### config.mk
export PLATFORM = sky130hd
export DESIGN_NAME = foo_operand_arbiter
export DESIGN_NICKNAME = d
export VERILOG_FILES = /design/src/rtl/foo_pkg.sv /design/src/rtl/foo_fifo2.sv /design/src/rtl/foo_operand_arbiter.sv
export SDC_FILE = /design/constraint.sdc
export NUM_CORES = 1
export LEC_CHECK = 0
export BUFFER_PORTS_ARGS = -buffer_cell sky130_fd_sc_hd__buf_2
export CORE_UTILIZATION = 50
export CTS_CLUSTER_SIZE = 28
export DETAILED_ROUTE_END_ITERATION = 16
export PLACE_DENSITY = 0.8
export SKIP_CTS_REPAIR_TIMING = 1
export SLEW_MARGIN = 5
export SYNTH_ARGS = -nofsm -noshare
export SYNTH_HDL_FRONTEND = slang
export SYNTH_SLANG_ARGS = --single-unit
export TNS_END_PERCENT = 50
### constraint.sdc
create_clock -name CLK -period 5 [get_ports CLK]
set_clock_uncertainty 0.15 [all_clocks]
set_input_delay 0.25 -clock CLK [delete_from_list [all_inputs] [get_ports CLK]]
set_output_delay 0.25 -clock CLK [all_outputs]
set_load 0.01 [all_outputs]
### src/rtl/foo_pkg.sv
// Shared widths, operand payload type and pointer helper for the foo operand feeder.
package foo_pkg;

  localparam int unsigned FOO_WIDTH = 5;
  localparam int unsigned FOO_NREQ  = 3;
  localparam int unsigned FOO_DEPTH = 2;
  localparam int unsigned FOO_SRC_W = 2;
  localparam int unsigned FOO_CNT_W = 2;

  typedef struct packed {
    logic [1:0]           src;
    logic [FOO_WIDTH-1:0] in2;
    logic [FOO_WIDTH-1:0] in1;
  } foo_operand_t;

  // Next round-robin start position after requester idx wins.
  function automatic logic [FOO_SRC_W-1:0] foo_wrap_inc(input logic [FOO_SRC_W-1:0] idx);
    logic [FOO_SRC_W-1:0] nxt;
    if (idx == FOO_SRC_W'(FOO_NREQ - 1)) begin
      nxt = '0;
    end else begin
      nxt = idx + FOO_SRC_W'(1);
    end
    return nxt;
  endfunction

endpackage

### src/rtl/foo_fifo2.sv
// Two-entry register FIFO of operand payloads; head and count come straight from flops.
module foo_fifo2
  import foo_pkg::*;
(
  input  logic                 clk,
  input  logic                 rst,
  input  logic                 push,
  input  foo_operand_t         push_data,
  input  logic                 pop,
  output foo_operand_t         head,
  output logic                 head_valid,
  output logic [FOO_CNT_W-1:0] count
);

  foo_operand_t         mem [FOO_DEPTH];
  logic                 wr_idx;
  logic                 rd_idx;
  logic                 do_push;
  logic                 do_pop;
  logic [FOO_CNT_W-1:0] count_nxt;

  // Guard against push-when-full / pop-when-empty even though the top never requests them.
  always_comb begin
    do_push   = push && (count != FOO_CNT_W'(FOO_DEPTH));
    do_pop    = pop && head_valid;
    count_nxt = count;
    if (do_push && !do_pop) begin
      count_nxt = count + FOO_CNT_W'(1);
    end else if (!do_push && do_pop) begin
      count_nxt = count - FOO_CNT_W'(1);
    end
  end

  always_ff @(posedge clk or posedge rst) begin
    if (rst) begin
      for (int i = 0; i < FOO_DEPTH; i++) begin
        mem[i] <= '0;
      end
      wr_idx     <= 1'b0;
      rd_idx     <= 1'b0;
      count      <= '0;
      head_valid <= 1'b0;
    end else begin
      if (do_push) begin
        mem[wr_idx] <= push_data;
        wr_idx      <= ~wr_idx;
      end
      if (do_pop) begin
        rd_idx <= ~rd_idx;
      end
      count      <= count_nxt;
      head_valid <= (count_nxt != '0);
    end
  end

  assign head = mem[rd_idx];

endmodule

### src/rtl/foo_operand_arbiter.sv
// Round-robin collector of operand pairs from three requesters, buffered in a 2-entry FIFO
// so downstream handshake_ready never reaches the requester readies combinationally.
module foo_operand_arbiter
  import foo_pkg::*;
(
  input  logic                 CLK,
  input  logic                 ASYNCRESET,
  input  logic                 handshake_arr_0_valid,
  output logic                 handshake_arr_0_ready,
  input  logic [FOO_WIDTH-1:0] req_0_in1,
  input  logic [FOO_WIDTH-1:0] req_0_in2,
  input  logic                 handshake_arr_1_valid,
  output logic                 handshake_arr_1_ready,
  input  logic [FOO_WIDTH-1:0] req_1_in1,
  input  logic [FOO_WIDTH-1:0] req_1_in2,
  input  logic                 handshake_arr_2_valid,
  output logic                 handshake_arr_2_ready,
  input  logic [FOO_WIDTH-1:0] req_2_in1,
  input  logic [FOO_WIDTH-1:0] req_2_in2,
  output logic                 handshake_valid,
  input  logic                 handshake_ready,
  output logic [FOO_WIDTH-1:0] in1,
  output logic [FOO_WIDTH-1:0] in2,
  output logic [1:0]           src,
  output logic [1:0]           occupancy
);

  localparam int unsigned WIDTH = FOO_WIDTH;
  localparam int unsigned NREQ  = FOO_NREQ;
  localparam int unsigned DEPTH = FOO_DEPTH;
  localparam int unsigned PTR_W = FOO_SRC_W;

  logic [NREQ-1:0]      valid_vec;
  logic [NREQ-1:0]      ready_vec;
  logic [WIDTH-1:0]     in1_vec [NREQ];
  logic [WIDTH-1:0]     in2_vec [NREQ];

  logic [PTR_W-1:0]     ptr;
  logic [PTR_W-1:0]     win;
  logic [PTR_W:0]       scan_sum;
  logic [PTR_W-1:0]     scan_idx;
  logic                 any_valid;
  logic                 can_push;
  logic                 transfer;
  logic                 pop;

  foo_operand_t         push_data;
  foo_operand_t         head;
  logic                 head_valid;
  logic [FOO_CNT_W-1:0] count;

  assign valid_vec  = {handshake_arr_2_valid, handshake_arr_1_valid, handshake_arr_0_valid};
  assign in1_vec[0] = req_0_in1;
  assign in1_vec[1] = req_1_in1;
  assign in1_vec[2] = req_2_in1;
  assign in2_vec[0] = req_0_in2;
  assign in2_vec[1] = req_1_in2;
  assign in2_vec[2] = req_2_in2;

  // Scan ptr, ptr+1, ... mod NREQ; the first valid requester wins.
  always_comb begin
    any_valid = 1'b0;
    win       = '0;
    scan_sum  = '0;
    scan_idx  = '0;
    for (int unsigned k = 0; k < NREQ; k++) begin
      scan_sum = {1'b0, ptr} + (PTR_W + 1)'(k);
      if (scan_sum >= (PTR_W + 1)'(NREQ)) begin
        scan_sum = scan_sum - (PTR_W + 1)'(NREQ);
      end
      scan_idx = PTR_W'(scan_sum);
      if (!any_valid && valid_vec[scan_idx]) begin
        any_valid = 1'b1;
        win       = scan_idx;
      end
    end
  end

  // Accept depends on registered count only; readies are held low throughout reset.
  always_comb begin
    can_push           = (count < FOO_CNT_W'(DEPTH));
    transfer           = can_push && any_valid && !ASYNCRESET;
    ready_vec          = '0;
    ready_vec[win]     = transfer;
    push_data.src      = win;
    push_data.in1      = in1_vec[win];
    push_data.in2      = in2_vec[win];
  end

  assign handshake_arr_0_ready = ready_vec[0];
  assign handshake_arr_1_ready = ready_vec[1];
  assign handshake_arr_2_ready = ready_vec[2];

  always_ff @(posedge CLK or posedge ASYNCRESET) begin
    if (ASYNCRESET) begin
      ptr <= '0;
    end else if (transfer) begin
      ptr <= foo_wrap_inc(win);
    end
  end

  assign pop = head_valid && handshake_ready;

  foo_fifo2 u_fifo (
    .clk        (CLK),
    .rst        (ASYNCRESET),
    .push       (transfer),
    .push_data  (push_data),
    .pop        (pop),
    .head       (head),
    .head_valid (head_valid),
    .count      (count)
  );

  assign handshake_valid = head_valid;
  assign in1             = head.in1;
  assign in2             = head.in2;
  assign src             = head.src;
  assign occupancy       = count;

endmodule

==> results by group <==
Timing
  • Final Max Slew Viols: 0
  • Fin Hold WS: 0.163 ns
  • Slew HR: 18.9%
  • Crit path time final: 3.66 ns
  • Setup violations, final: 0
  • Setup TNS: 0 ns
  • Worst-Margin Slew: 1.21 ns
  • RSZ-0062 raised after global routing: false
  • Fin. Hold Viols: 0
  • Tcrit/Tclk final: 73.1%
  • Maximum clock rate: 274 MHz

Power
  • Pwr/cell area: 679 nW/um^2
  • Peak supply drop: 0.374 mV
  • Combinational Power Share: 59.3%
  • Switching portion of total power: 44.8%
  • P_leak: 1.05 nW
  • Seq pwr share: 27.9%
  • Pint: 931 uW
  • Clk network pwr share: 12.8%
  • P_sw: 756 uW

Place
  • Area after DPL: 2380 sq um
  • GPL Wtd Cong: 0.879
  • Detailed Place HPWL: 3750 um
  • PortBufs: 53
  • DP Cell Count: 313

Die
  • FP Rows: 23
  • IO Pins: 54
  • Die W: 66.9 um
  • Die Y: 66.9 um
  • Die area: 4470 sq um
  • Initial Utilization: 52.2%
  • Core Area: 4030 sq um

Detailed routing
  • Pre-antenna DRT Iters: 5
  • DRC errors left: 0
  • WL final: 5260 um
  • DR iter-0 viols: 205
  • Final ANT Viol Nets: 0
  • Detailed-route wire length per cell: 16.3 um
  • Vias: 1931
  • Vias/cell: 6.00

Cells and area
  • Commonest non-fill, non-tap cells in the layout: 53 x buf_2, 31 x dfrtp_1, 30 x a31oi_1
  • Fillers: 355
  • Flip-flop and latch area: 776 sq um
  • Post-route cell area: 2490 sq um
  • Multi-input gate area: 1220 sq um
  • Area added between synthesis and finish: 18.1%
  • # diodes: 0
  • Share of cells above drive strength 1: 34.9%
  • Most common cell after layout, fill and taps aside: buf_2
  • Final nets: 311
  • Non-filler cells in the finished layout: 322

Worst setup path
  • Crit path capture type: output port
  • Cell mode on critical path: nor2_1
  • Top cell family by delay on the critical path: compound AO/OA/AOI/OAI gates
  • Critical path's slowest cell: a221oi_2
  • Worst path max stage delay: 0.88 ns
  • Cells on worst reg2reg path: 7
  • Max FO, Critical Path: 24
  • Crit path cell chain: inv_1, ha_1, nor2b_1, mux2_2, a221oi_2, nor2_1, nor2_1, buf_2
  • CP bufs+invs: 2
  • Setup CP Type: reg -> out
  • Levels on crit path: 8
  • Critical Path RT: 4.60 ns
  • Type of origin of the critical path: register
  • Worst EP arrival: 3.26 ns

GRT
  • First-pass GRT wire length: 8530 um
  • GRT Residual Overflow: 0
  • Vias in the first global route: 1741
  • Largest net degree at the start of global routing: 31
  • Initial antenna violation count: 0
  • GRT Total Usage: 25.5%

CTS
  • CTS buffer count: 5
  • Clk slew on worst S/H paths: 0.07 ns
  • TritonCTS Sinks: 31
  • Htree depth: 2
  • Max Root-Sink Buffers: 2
  • Root buffer cell: clkbuf_8
  • Clock Latency Late Sink: 0.28 ns
  • TritonCTS clock tree: built

Synthesis
  • Post-Synthesis Cells: 226
  • Post-synthesis register bit count: 31
  • Synth Area per Inst: 9.31 sq um
  • Yosys top cell area share: 36.9%
  • XOR/XNOR Fraction of Synth Area: 2.08%
  • FFs w/ async S/R, synth: 100%
  • Simple-gate area share of the yosys netlist: 15.8%
  • Syn nets: 266
  • Ys flop type: dfrtp_1
  • Adder-cell share of the synthesized area: 2.38%
  • Compound-gate portion of the synthesized area: 26.3%
  • Area contributors post-synth: dfrtp_1 37%, a31oi_1 8.9%, mux2_2 8.6%, a221oi_2 6.4%, nor2_1 4.8%
  • YS warnings: 0
  • Area leader, netlist: dfrtp_1
  • Sequential share of the synthesized area: 36.9%
  • Mux cell area share after synthesis: 10.8%
  • Synthesized cell area: 2100 sq um
  • Largest family of logic cells by synthesized area: compound AO/OA/AOI/OAI gates
  • Yosys cell types: 41
  • Post-synth EDFFs: 0

Run status
  • Status: completed

Min path
  • Min-Delay Path Class: in -> reg
  • WHS Path Cells: 3

Run
  • Max Cap Viol: 0
[cell usage after synthesis, types with 5 or more instances]
library cell and count:
a21oi_1 14, a221oi_2 9, a31oi_1 30, buf_2 6
clkbuf_1 10, dfrtp_1 31, inv_1 8, mux2_2 16
nand2_1 17, nor2_1 27, nor2b_1 5, nor4b_1 9
[kinds of logic after synthesis]
kind of cell             Yosys count
AO/OA/AOI/OAI                     73
AND/OR/NAND/NOR                   66
flip-flops                        31
buffers and inverters             27
multiplexers                      20
XOR/XNOR                           5
adder cells (fa/ha/maj)            4
[per-stage QoR]
stage	util (%)	power (mW)	worst slack, ns
3_3_place_gp	59.0	1.43	1.81
2_1_floorplan	-	1.22	2.29
4_1_cts	61.5	1.68	1.39
5_1_grt	61.7	1.82	1.08
6_report	61.7	1.69	1.34
3_5_place_dp	59.0	1.46	1.68
[path summary, 6_finish.rpt]
kind	from	to	slack [ns]
worst max-delay path	ptr[0]	handshake_arr_0_ready	1.34
worst min-delay path	req_2_in1[2]	u_fifo.mem[2]	0.16
worst max register to register	ptr[1]	u_fifo.mem[0]	1.68
min in group asynchronous	ASYNCRESET	u_fifo.wr_idx	0.22
worst min register to register	ptr[0]	ptr[0]	0.37
max in group asynchronous	ASYNCRESET	u_fifo.mem[9]	3.91
[power groups by stage]
stage | sequential [mW] | clock, mW | combinational (mW)
floorplan | 0.440 | 0 | 0.780
CTS | 0.472 | 0.217 | 0.991
detailed placement | 0.475 | 0 | 0.986
global route | 0.489 | 0.228 | 1.10
global placement | 0.464 | 0 | 0.967
finish | 0.471 | 0.216 | 1.00
[state kept, by name, summed over array words and instances (netlist names)]
signal and count:
u_fifo.mem 24, u_fifo.wr_idx 1, ptr 2, u_fifo.count 2, u_fifo.head_valid 1, u_fifo.rd_idx 1
[worst register-to-register path: stages, from the launching register on]
cell	delay, ns
dfrtp_1	0.42
inv_1	0.07
ha_1	0.35
mux2_4	0.34
a222oi_1	0.90
a221oi_2	0.38
a221oi_2	0.45
a31oi_1	0.14
[cell type report]
type	count	share of cell area (%)
multi-input combinational	168	49.1
sequential	31	31.2
clock buffer	8	4.03
tap	50	2.52
inverter	8	1.21
timing repair buffer	57	12.0
[layer usage]
layer,part of all wire [%],up-vias,global-route usage [%]
li1,-,943,-
met1,48,903,37.0
met2,45,80,38.9
met3,6.3,5,3.60
met4,1.1,0,7.98
met5,0,-,0
Note: power is estimated with default switching activity, not from simulation.
